File: config.mk
export PLATFORM = sky130hd
export DESIGN_NAME = int_expand
export DESIGN_NICKNAME = d
export VERILOG_FILES = /design/src/rtl/int_expand.sv
export SDC_FILE = /design/constraint.sdc
export NUM_CORES = 1
export LEC_CHECK = 0
export CORE_AREA = 3 3 132 102
export DETAILED_ROUTE_END_ITERATION = 8
export DIE_AREA = 0 0 135 105
export HOLD_SLACK_MARGIN = 0.15
export PLACE_DENSITY_LB_ADDON = 0.05
export SETUP_SLACK_MARGIN = 0.5
export SLEW_MARGIN = 40
export SYNTH_ARGS = -nofsm -noshare
export SYNTH_HDL_FRONTEND = slang
export SYNTH_SLANG_ARGS = --single-unit
File: constraint.sdc
create_clock -name clk -period 2.8 [get_ports clk]
set_clock_uncertainty 0.1 [all_clocks]
set_input_delay 0.56 -clock clk [delete_from_list [all_inputs] [get_ports clk]]
set_output_delay 0.56 -clock clk [all_outputs]
set_load 0.005 [all_outputs]
File: src/rtl/int_expand.sv
// int_expand: rebuilds a linear sample from exponent k and a 1.F mantissa, round-half-up with saturation.
module int_expand #(
  parameter int DATA_WIDTH  = 16,
  parameter int FRAC_WIDTH  = 16,
  parameter int NORM_WIDTH  = FRAC_WIDTH + 1,
  parameter int SHIFT_WIDTH = $clog2(DATA_WIDTH)
) (
  input  logic                   clk,
  input  logic                   reset,
  input  logic                   in_valid,
  output logic                   in_ready,
  input  logic [SHIFT_WIDTH-1:0] int_part,
  input  logic [NORM_WIDTH-1:0]  data_in,
  input  logic                   out_ready,
  output logic                   out_valid,
  output logic [DATA_WIDTH-1:0]  data_out,
  output logic                   sat,
  output logic                   mant_err
);
  typedef enum logic [1:0] {IDLE, ALIGN, ROUND, SEND} state_t;
  // aligned value can grow by the largest possible left shift, so nothing is lost before the saturation check
  localparam int AW = NORM_WIDTH + (1 << SHIFT_WIDTH);
  localparam logic [31:0] FW  = 32'(FRAC_WIDTH);
  localparam logic [31:0] DW1 = 32'(DATA_WIDTH - 1);
  state_t                 state_q;
  logic [SHIFT_WIDTH-1:0] k_q;
  logic [NORM_WIDTH-1:0]  m_q;
  logic [AW-1:0]          a_q, a_d, m_ext;
  logic                   r_q, r_d, right, sat_d;
  logic [31:0]            k32, shr, shl;
  logic [AW:0]            sum;
  logic [DATA_WIDTH-1:0]  data_d;
  assign in_ready = state_q == IDLE;
  always_comb begin
    k32    = 32'(k_q);
    right  = k32 <= FW;
    shr    = FW - k32;
    shl    = k32 - FW;
    m_ext  = AW'(m_q);
    a_d    = right ? m_ext >> shr : m_ext << shl;
    r_d    = right && shr != 32'd0 && |(m_ext & (AW'(1) << (shr - 32'd1)));
    sum    = {1'b0, a_q} + (AW+1)'(r_q);
    sat_d  = (sum >> DATA_WIDTH) != '0 || k32 > DW1;
    data_d = sat_d ? '1 : sum[DATA_WIDTH-1:0];
  end
  always_ff @(posedge clk) begin
    if (reset) begin
      state_q   <= IDLE;
      k_q       <= '0;
      m_q       <= '0;
      a_q       <= '0;
      r_q       <= 1'b0;
      out_valid <= 1'b0;
      data_out  <= '0;
      sat       <= 1'b0;
      mant_err  <= 1'b0;
    end else begin
      case (state_q)
        IDLE: if (in_valid) begin
          k_q     <= int_part;
          m_q     <= data_in;
          state_q <= ALIGN;
        end
        ALIGN: begin
          a_q     <= a_d;
          r_q     <= r_d;
          state_q <= ROUND;
        end
        ROUND: begin
          out_valid <= 1'b1;
          mant_err  <= !m_q[NORM_WIDTH-1];
          data_out  <= m_q[NORM_WIDTH-1] ? data_d : '0;
          sat       <= m_q[NORM_WIDTH-1] && sat_d;
          state_q   <= SEND;
        end
        SEND: if (out_ready) begin
          out_valid <= 1'b0;
          state_q   <= IDLE;
        end
        default: state_q <= IDLE;
      endcase
    end
  end
endmodule

[Word level (Yosys, flattened, before mapping)]
Index checks and enable logic that the tools add are counted.
Storage, ports and cells
  word-level logic and storage cells: 38
  output and inout bits: 20
  input bits: 25
  flip-flop bits (word level): 76
Operators by class
  reduce and logical (&&, ||, !) cells: 11
  $add $sub $neg: 3
  equal/unequal tests: 5
  shift-type cells: 2
  bitwise logic cells: 1
  multiplexer cells: 7
Operators by type and width (count)
  adder 33 x 1 -> 34 bit: 1
  nonzero test 34 bit: 1
  AND 17 x 33 -> 33 bit: 1
  OR reduction 33 bit: 1
  << shifter 1 x 32 -> 33 bit (first input constant): 1
  right shift 17 x 32 -> 33 bit: 1
  2-to-1 mux 16 bit: 2
  nonzero test 32 bit: 1
  one-hot mux 2 bit (4 select lines): 1
  subtractor 6 x 2 -> 7 bit (second input constant): 1
  AND reduction 2 bit: 3
  subtractor 5 x 4 -> 6 bit (first input constant): 1
  == test 2 bit (second input constant): 2
  2-to-1 mux 2 bit: 2
  != test 2 bit (second input constant): 2
  == test 2 x 1 -> 1 bit (second input constant): 1
  logical AND 1 bit: 2
  zero test 2 bit: 1
  one-hot mux 1 bit (2 select lines): 1
  nonzero test 2 bit: 1
  zero test 1 bit: 1
  2-to-1 mux 1 bit: 1

[Longest topological paths before layout]
Gate-level depths: netlist of run 1.
  word-level depth: 6
  mapped depth: 12
  gate-level depth less buffers: 7

[Least setup slack after synthesis of run 1]
Ideal clock, no wire load.
  kind: register to register
  start point: reg k_q[0]
  end point: reg a_q[2]
  setup slack: 0.145 ns
  setup time: 0.125 ns
  cell stages (with the launch flop): 12
  clock period less this slack: 2.655 ns
  data arrival time: 2.430 ns
  data required time: 2.575 ns
  path buffers: 4
  cell sequence: dfxtp_1 -> buf_6 -> inv_1 -> buf_6 -> ha_1 -> buf_2 -> buf_6 -> mux2_2 -> mux2_2 -> mux2_2 -> a32oi_1 -> o21ai_0
Between the ends
  cells in the longest elaborated chain, start to end: 2
RTL lines
  from (decl): line 26  | logic [SHIFT_WIDTH-1:0] k_q;
  from (signal assigned): line 60  | k_q <= int_part;
  subtractor 5 x 4 -> 6 bit: line 37  | shr = FW - k32;
  right shift 17 x 32 -> 33 bit: line 40  | a_d = right ? m_ext >> shr : m_ext << shl;
  to (signal assigned): line 51  | a_q <= '0;
  to (signal assigned): line 65  | a_q <= a_d;
  to (decl): line 28  | logic [AW-1:0] a_q, a_d, m_ext;
No other way between the ends.
A chain may end at the register's enable or synchronous reset.

[Final worst setup path of run 1]
  start point: reg k_q[0]
  end point: reg a_q[0]
The elaborated chain is that of the path after synthesis.

==> results of run 1 <==
cell usage after synthesis, types with 6 or more instances:
| cell type | count |
|---|---|
| nand2_1 | 69 |
| nor2b_1 | 7 |
| nor3_1 | 9 |
| a21oi_1 | 41 |
| dfxtp_1 | 60 |
| mux2_2 | 23 |
| xor2_1 | 11 |
| nor4_1 | 6 |
| nand3_1 | 6 |
| clkbuf_1 | 16 |
| mux2i_1 | 12 |
| ha_1 | 11 |
| nor2_1 | 34 |
| inv_1 | 12 |
| mux4_2 | 7 |
| o21ai_0 | 17 |
| a22oi_1 | 7 |
layout make-up:
type,instances,area (sq um),area share [%]
inverter,13,60.06,1.313
clock inverter,2,10.01,0.2188
sequential,60,1210,26.45
multi-input combinational,311,2220,48.52
timing repair buffer,62,606.8,13.27
tap,166,207.7,4.540
clock buffer,13,260.3,5.689
flip-flops by register name, summed over array words and instances (netlist names):
signal	flops
state_q	2
sat	1
a_q	17
r_q	1
mant_err	1
data_out	16
out_valid	1
m_q	17
k_q	4
power by group:
part	internal (mW)	switching, mW
registers	0.957	0.149
logic	0.692	0.754
clock network	0.639	0.386
total	2.29	1.29
logic make-up (layout without fill, tap and decap cells):
group / Yosys count / after routing / share of synthesized area [%]
xor gates and xnor gates: 15 / 15 / 3.717
DFF: 60 / 60 / 33.98
and+or+nand+nor: 149 / 149 / 19.08
buffers and inverters: 40 / 90 / 5.486
AOI/OAI and AO/OA: 91 / 91 / 16.43
muxes: 45 / 45 / 17.42
adders and majority gates: 11 / 11 / 3.894
worst max-delay path: stages (launching register included):
cell and delay, ps:
dfxtp_4 370, inv_8 40, ha_4 290, buf_6 130, mux2_2 340, mux2_4 270, mux4_2 450, nand2_1 80
a21oi_1 60
what timing repair did:
action,in CTS,in global routing
endpoints found under the setup margin,14,24
buffers inserted,8,2
resized for setup,13,8
pin swaps,2,4
path summary, 6_finish.rpt:
check                                 start          end  slack, ps  cells after the start
worst max-delay path                 k_q[0]       a_q[0]        540                      8
worst min-delay path            data_out[2]  data_out[2]        350                      2
worst max register to register       k_q[0]       a_q[0]        540                      8
worst min register to register  data_out[2]  data_out[2]        350                      2
routing by layer:
layer,part of all wire [%],GRT usage (%),vias up
met3,6.5,4.764,9
met4,0.98,3.669,0
met1,55,23.82,1505
li1,-,-,1560
met5,0,0,-
met2,38,19.56,84
through the flow:
step / instance area [sq um] / utilization [%] / setup slack [ps]
finish: 4574 / 37.44 / 543.8
global route: 4574 / 37.44 / 460.0
CTS: 4501 / 36.84 / 504.5
floorplan: 3588 / - / 382.5
detailed placement: 4134 / 33.84 / 225.4
global placement: 4134 / 33.84 / 290.3
==> out/metrics.yaml, run 1 <==
setup_path:
  cp-start-kind: "flop"
  critPathMaxFanout: 5
  crit_required_ps: 2900
  endpoint_kind: "flop"
  crit_arrival_ps: 2360
  worstSetupPathType: "flop to flop"
sta:
  hold_viol: 0
  holdWs_ps: 345.9
  maxSlewViolCount: 0
  worstMarginPinSlew_ps: 766.2
  grt_setup_unrepaired: "true"
  post-route-period-util_pct: 80.58
  period_needed_ps: 2256
  maxSlewHeadroom_pct: 48.79
  max_freq_mhz: 443.2
  setup_viol: 0
  fin_tns_setup_ps: 0
drt:
  vias: 3158
  firstDrtPassIters: 5
  drt_wl_total_mm: 10.42
  avgRoutedWirePerCell_microns: 16.61
  drtAntennaViolNets: 0
  drc: 0
  drtIter0Drc: 215
  vias_per_cell: 5.037
synthesis:
  syn_nets: 447
  async_flop_share_pct: 0
  synth_top_area_share_pct: 33.98
  synth_flop_cell: "dfxtp_1"
  ys_seq_area_share_pct: 33.98
  ys_ff_latch: 60
  synth.area.top_cells: "dfxtp_1, mux2_2, nand2_1"
  yosysWarnings: 0
  syn_avg_cell_area_sq_um: 8.600
  syn_inst: 411
  synth_cell_types: 45
  synth.largest_area_cell: "dfxtp_1"
  synth-edff-count: 0
  synth_area_sq_mm: 0.003535
floorplan:
  rows: 35
  die_y_microns: 105
  start_util_pct: 28.93
  dieWidth_microns: 135
  ioPinCount: 45
  core_area_sq_mm: 0.01222
  dieArea_sq_mm: 0.01418
placed_design:
  hpwl_mm: 7.395
  place_congestion: 0.7905
  io_buffer_count: 44
  place_inst: 602
final_layout:
  drive_gt1_share_pct: 17.14
  antenna_cells: 0
  final_cells: 627
  nFillCells: 1258
  syn2layout_area_growth_pct: 29.42
  final_common_cell: "nand2_1"
  fin_nets: 493
  layout_common_cells: "nand2_1, dfxtp_1, clkdlybuf4s50_1"
pwr:
  p_per_area_mw_per_mm2: 782.0
  vdd_drop_max_mv: 0.3792
  leakagePower_nw: 1.729
  power_mw: 3.577
cts:
  clockBufferDepth: 2
  cts-root-buf: "clkbuf_16"
  htreeDepth: 3
  cts.sinks: 60
  tritoncts: "built"
  cts_buffers: 9
  clkTransAtPathRegs_ps: 50
  cts_hold_buf: 0
  insertion_delay_ps: 330
global_route:
  grt_overflow: 0
  first_global_vias: 3073
  grt_start_max_net_pins: 34
  grt.total_usage_pct: 15.15
  grt_pass1_wl_mm: 16.80
  antenna_found_initial: 0
outcome:
  outcome: "complete, no violations"
hold_path:
  hold_path.class: "flop to flop"
flow_run:
  cap_violations: 0
Note: power is estimated with default switching activity, not from simulation.
==> run 2, diff against run 1 <==
==> constraint.sdc (replaced) <==
create_clock -name clk -period 2.16 [get_ports clk]
set_clock_uncertainty 0.1 [all_clocks]
set_input_delay 0.432 -clock clk [delete_from_list [all_inputs] [get_ports clk]]
set_output_delay 0.432 -clock clk [all_outputs]
set_load 0.005 [all_outputs]
==> run 2 against run 1 <==
  * Global-route usage up 1.3 points
  * Worst setup slack worse by 600 ps
  * Combinational power up 72%
  * Non-clock buffer count up 44
  * Power up 55%
  * Wire length up 8.5%
  * The flow now finishes with violations (negative setup slack)
  * Flip-flop and latch count unchanged
  * Critical endpoint is now a_q[2]
  * Highest routed layer unchanged
==> out/metrics.yaml, run 2 (synthesized netlist as in run 1, its figures left out) <==
final_layout:
  final_common_cell: "nand2_1"  # unchanged
  drive_gt1_share_pct: 34.91  # was 17.14%
  layout_common_cells: "nand2_1, dfxtp_1, buf_4"  # was nand2_1, dfxtp_1, clkdlybuf4s50_1
  largest_registers: "a_q x17, m_q x17, data_out x16"  # unchanged
  postLayoutCoreUtil_pct: 43.93  # was 37.44%
  syn2layout_area_growth_pct: 51.86  # was 29.42%
  fin_nets: 538  # was 493
  nFillCells: 1196  # was 1258
  antenna_cells: 0  # unchanged
  final_cells: 673  # was 627
drt:
  vias_per_cell: 4.985  # was 5.037
  firstDrtPassIters: 4  # was 5
  drt_wl_total_mm: 11.30  # was 10.42 mm
  vias: 3355  # was 3158
  drtAntennaViolNets: 0  # unchanged
  avgRoutedWirePerCell_microns: 16.79  # was 16.61 microns
  drc: 0  # unchanged
  drtIter0Drc: 200  # was 215
global_route:
  use_met1_pct: 26.39  # was 23.82%
  first_global_vias: 3319  # was 3073
  grt.total_usage_pct: 16.40  # was 15.15%
  antenna_found_initial: 0  # unchanged
  met2_usage_pct: 21.41  # was 19.56%
  grt_start_max_net_pins: 26  # was 34
  top_usage_layer: "met1"  # unchanged
  grt_pass1_wl_mm: 18.32  # was 16.80 mm
  met3_usage_pct: 3.657  # was 4.764%
  grt_overflow: 0  # unchanged
hold_path:
  hold_path.class: "flop to flop"  # unchanged
sta:
  setup_viol: 4  # was 0
  post-route-period-util_pct: 102.5  # was 80.58%
  worstMarginPinSlew_ps: 399.8  # was 766.2 ps
  maxSlewViolCount: 0  # unchanged
  fin_tns_setup_ps: -122.0  # was 0 ps
  max_freq_mhz: 451.9  # was 443.2 MHz
  period_needed_ps: 2213  # was 2256 ps
  fin_ws_ps: -52.94  # was 543.8 ps
  maxSlewHeadroom_pct: 73.28  # was 48.79%
  grt_setup_unrepaired: "true"  # unchanged
  hold_viol: 0  # unchanged
setup_path:
  crit_arrival_ps: 2330  # was 2360 ps
  cp-start-kind: "flop"  # unchanged
  worstSetupPathType: "flop to flop"  # unchanged
  critPathMaxFanout: 8  # was 5
  crit_required_ps: 2280  # was 2900 ps
  endpoint_kind: "flop"  # unchanged
pwr:
  p_clk_share_pct: 29.5  # was 28.7%
  power_mw: 5.531  # was 3.577 mW
  leakagePower_nw: 2.187  # was 1.729 nW
  power.share.switching_pct: 34.03  # was 36.04%
  p_int_mw: 3.649  # was 2.288 mW
  vdd_drop_max_mv: 0.5115  # was 0.3792 mV
  p_per_area_mw_per_mm2: 1030  # was 782.0 mW/mm^2
  pwr-share-seq_pct: 25.6  # was 30.9%
  switching_power_mw: 1.882  # was 1.289 mW
  pwr-share-comb_pct: 45.0  # was 40.4%
floorplan:
  start_util_pct: 28.93  # unchanged
  rows: 35  # unchanged
  core_area_sq_mm: 0.01222  # unchanged
  die_y_microns: 105  # unchanged
  dieWidth_microns: 135  # unchanged
  ioPinCount: 45  # unchanged
  dieArea_sq_mm: 0.01418  # unchanged
placed_design:
  hpwl_mm: 8.075  # was 7.395 mm
  place_congestion: 0.8406  # was 0.7905
  io_buffer_count: 44  # unchanged
  place_inst: 634  # was 602
cts:
  clkTransAtPathRegs_ps: 50  # about the same
  cts.sinks: 60  # unchanged
  cts_buffers: 9  # unchanged
  cts-root-buf: "clkbuf_16"  # unchanged
  clockBufferDepth: 2  # unchanged
  insertion_delay_ps: 330  # about the same
  htreeDepth: 3  # unchanged
  tritoncts: "built"  # unchanged
flow_run:
  cap_violations: 0  # unchanged
outcome:
  violations: "negative setup slack"
  outcome: "complete, but fails checks"  # was complete, no violations
==> run 2: changes by cell type in the layout (fill, tap and decap cells not counted), moves of 9 or more <==
cell             before  now
buf_6                 3   15
dlygate4sd2_1         0   19
nor2_1               34   25
mux2_4                6   15
buf_4                13   40
o21ai_1               1   12
clkdlybuf4s50_1      43   23
o21ai_0              16    2
==> run 2: worst max-delay path, cell delays in order (launching register included) <==
cell and delay [ps]:
dfxtp_4 370, inv_6 40, ha_4 340, buf_6 130, mux2_4 310, mux2_4 270
mux2_4 270, a32oi_1 170, o21ai_1 80
==> run 2: layout make-up <==
class,count,area (sq um),share of cell area (%)
clock buffers,13,270.3,5.035
clock inverters,3,67.56,1.259
inverters,13,56.30,1.049
multi-input cells,312,2524,47.02
flip-flops and latches,60,1224,22.80
well taps,166,207.7,3.869
repair buffers,106,1018,18.97
==> run 2: power by group through the flow <==
| stage | logic (mW) | clock network [mW] | registers [mW] |
|---|---|---|---|
| 6_report | 2.49 | 1.63 | 1.41 |
| 5_1_grt | 2.70 | 1.72 | 1.44 |
| 4_1_cts | 2.36 | 1.67 | 1.41 |
| 3_5_place_dp | 2.02 | 0 | 1.43 |
| 3_3_place_gp | 2.03 | 0 | 1.43 |
| 2_1_floorplan | 1.34 | 0 | 1.36 |
==> run 2: final timing paths <==
path | start | endpoint | slack (ps) | cells past startpoint
min | data_out[11] | data_out[11] | 340 | 2
min reg2reg | data_out[11] | data_out[11] | 340 | 2
max | k_q[0] | a_q[2] | -50 | 8
max reg2reg | k_q[0] | a_q[2] | -50 | 8
==> run 2: routing by layer <==
metal	up-vias	wire length, microns	share of wire, %
met1	1616	6194	55
li1	1659	-	-
met2	70	4529	40
met4	0	96	0.85
met5	-	0	0
met3	10	479	4.2
==> run 2: timing repair <==
item,CTS,global route
hold buffers,0,0
endpoints found under the setup margin,55,36
gates resized for setup,69,63
setup buffers,13,8
gates cloned,2,0
pin swaps,14,31
==> run 2: metrics by stage <==
step	hold WS [ps]	instance area, sq um	setup slack, ps
after global placement	339.6	4472	-66.65
after CTS	355.7	5125	-33.83
after detailed placement	347.6	4472	-119.0
after global routing	367.1	5368	-165.6
final	338.7	5368	-52.94
after floorplan	341.5	3655	-257.5
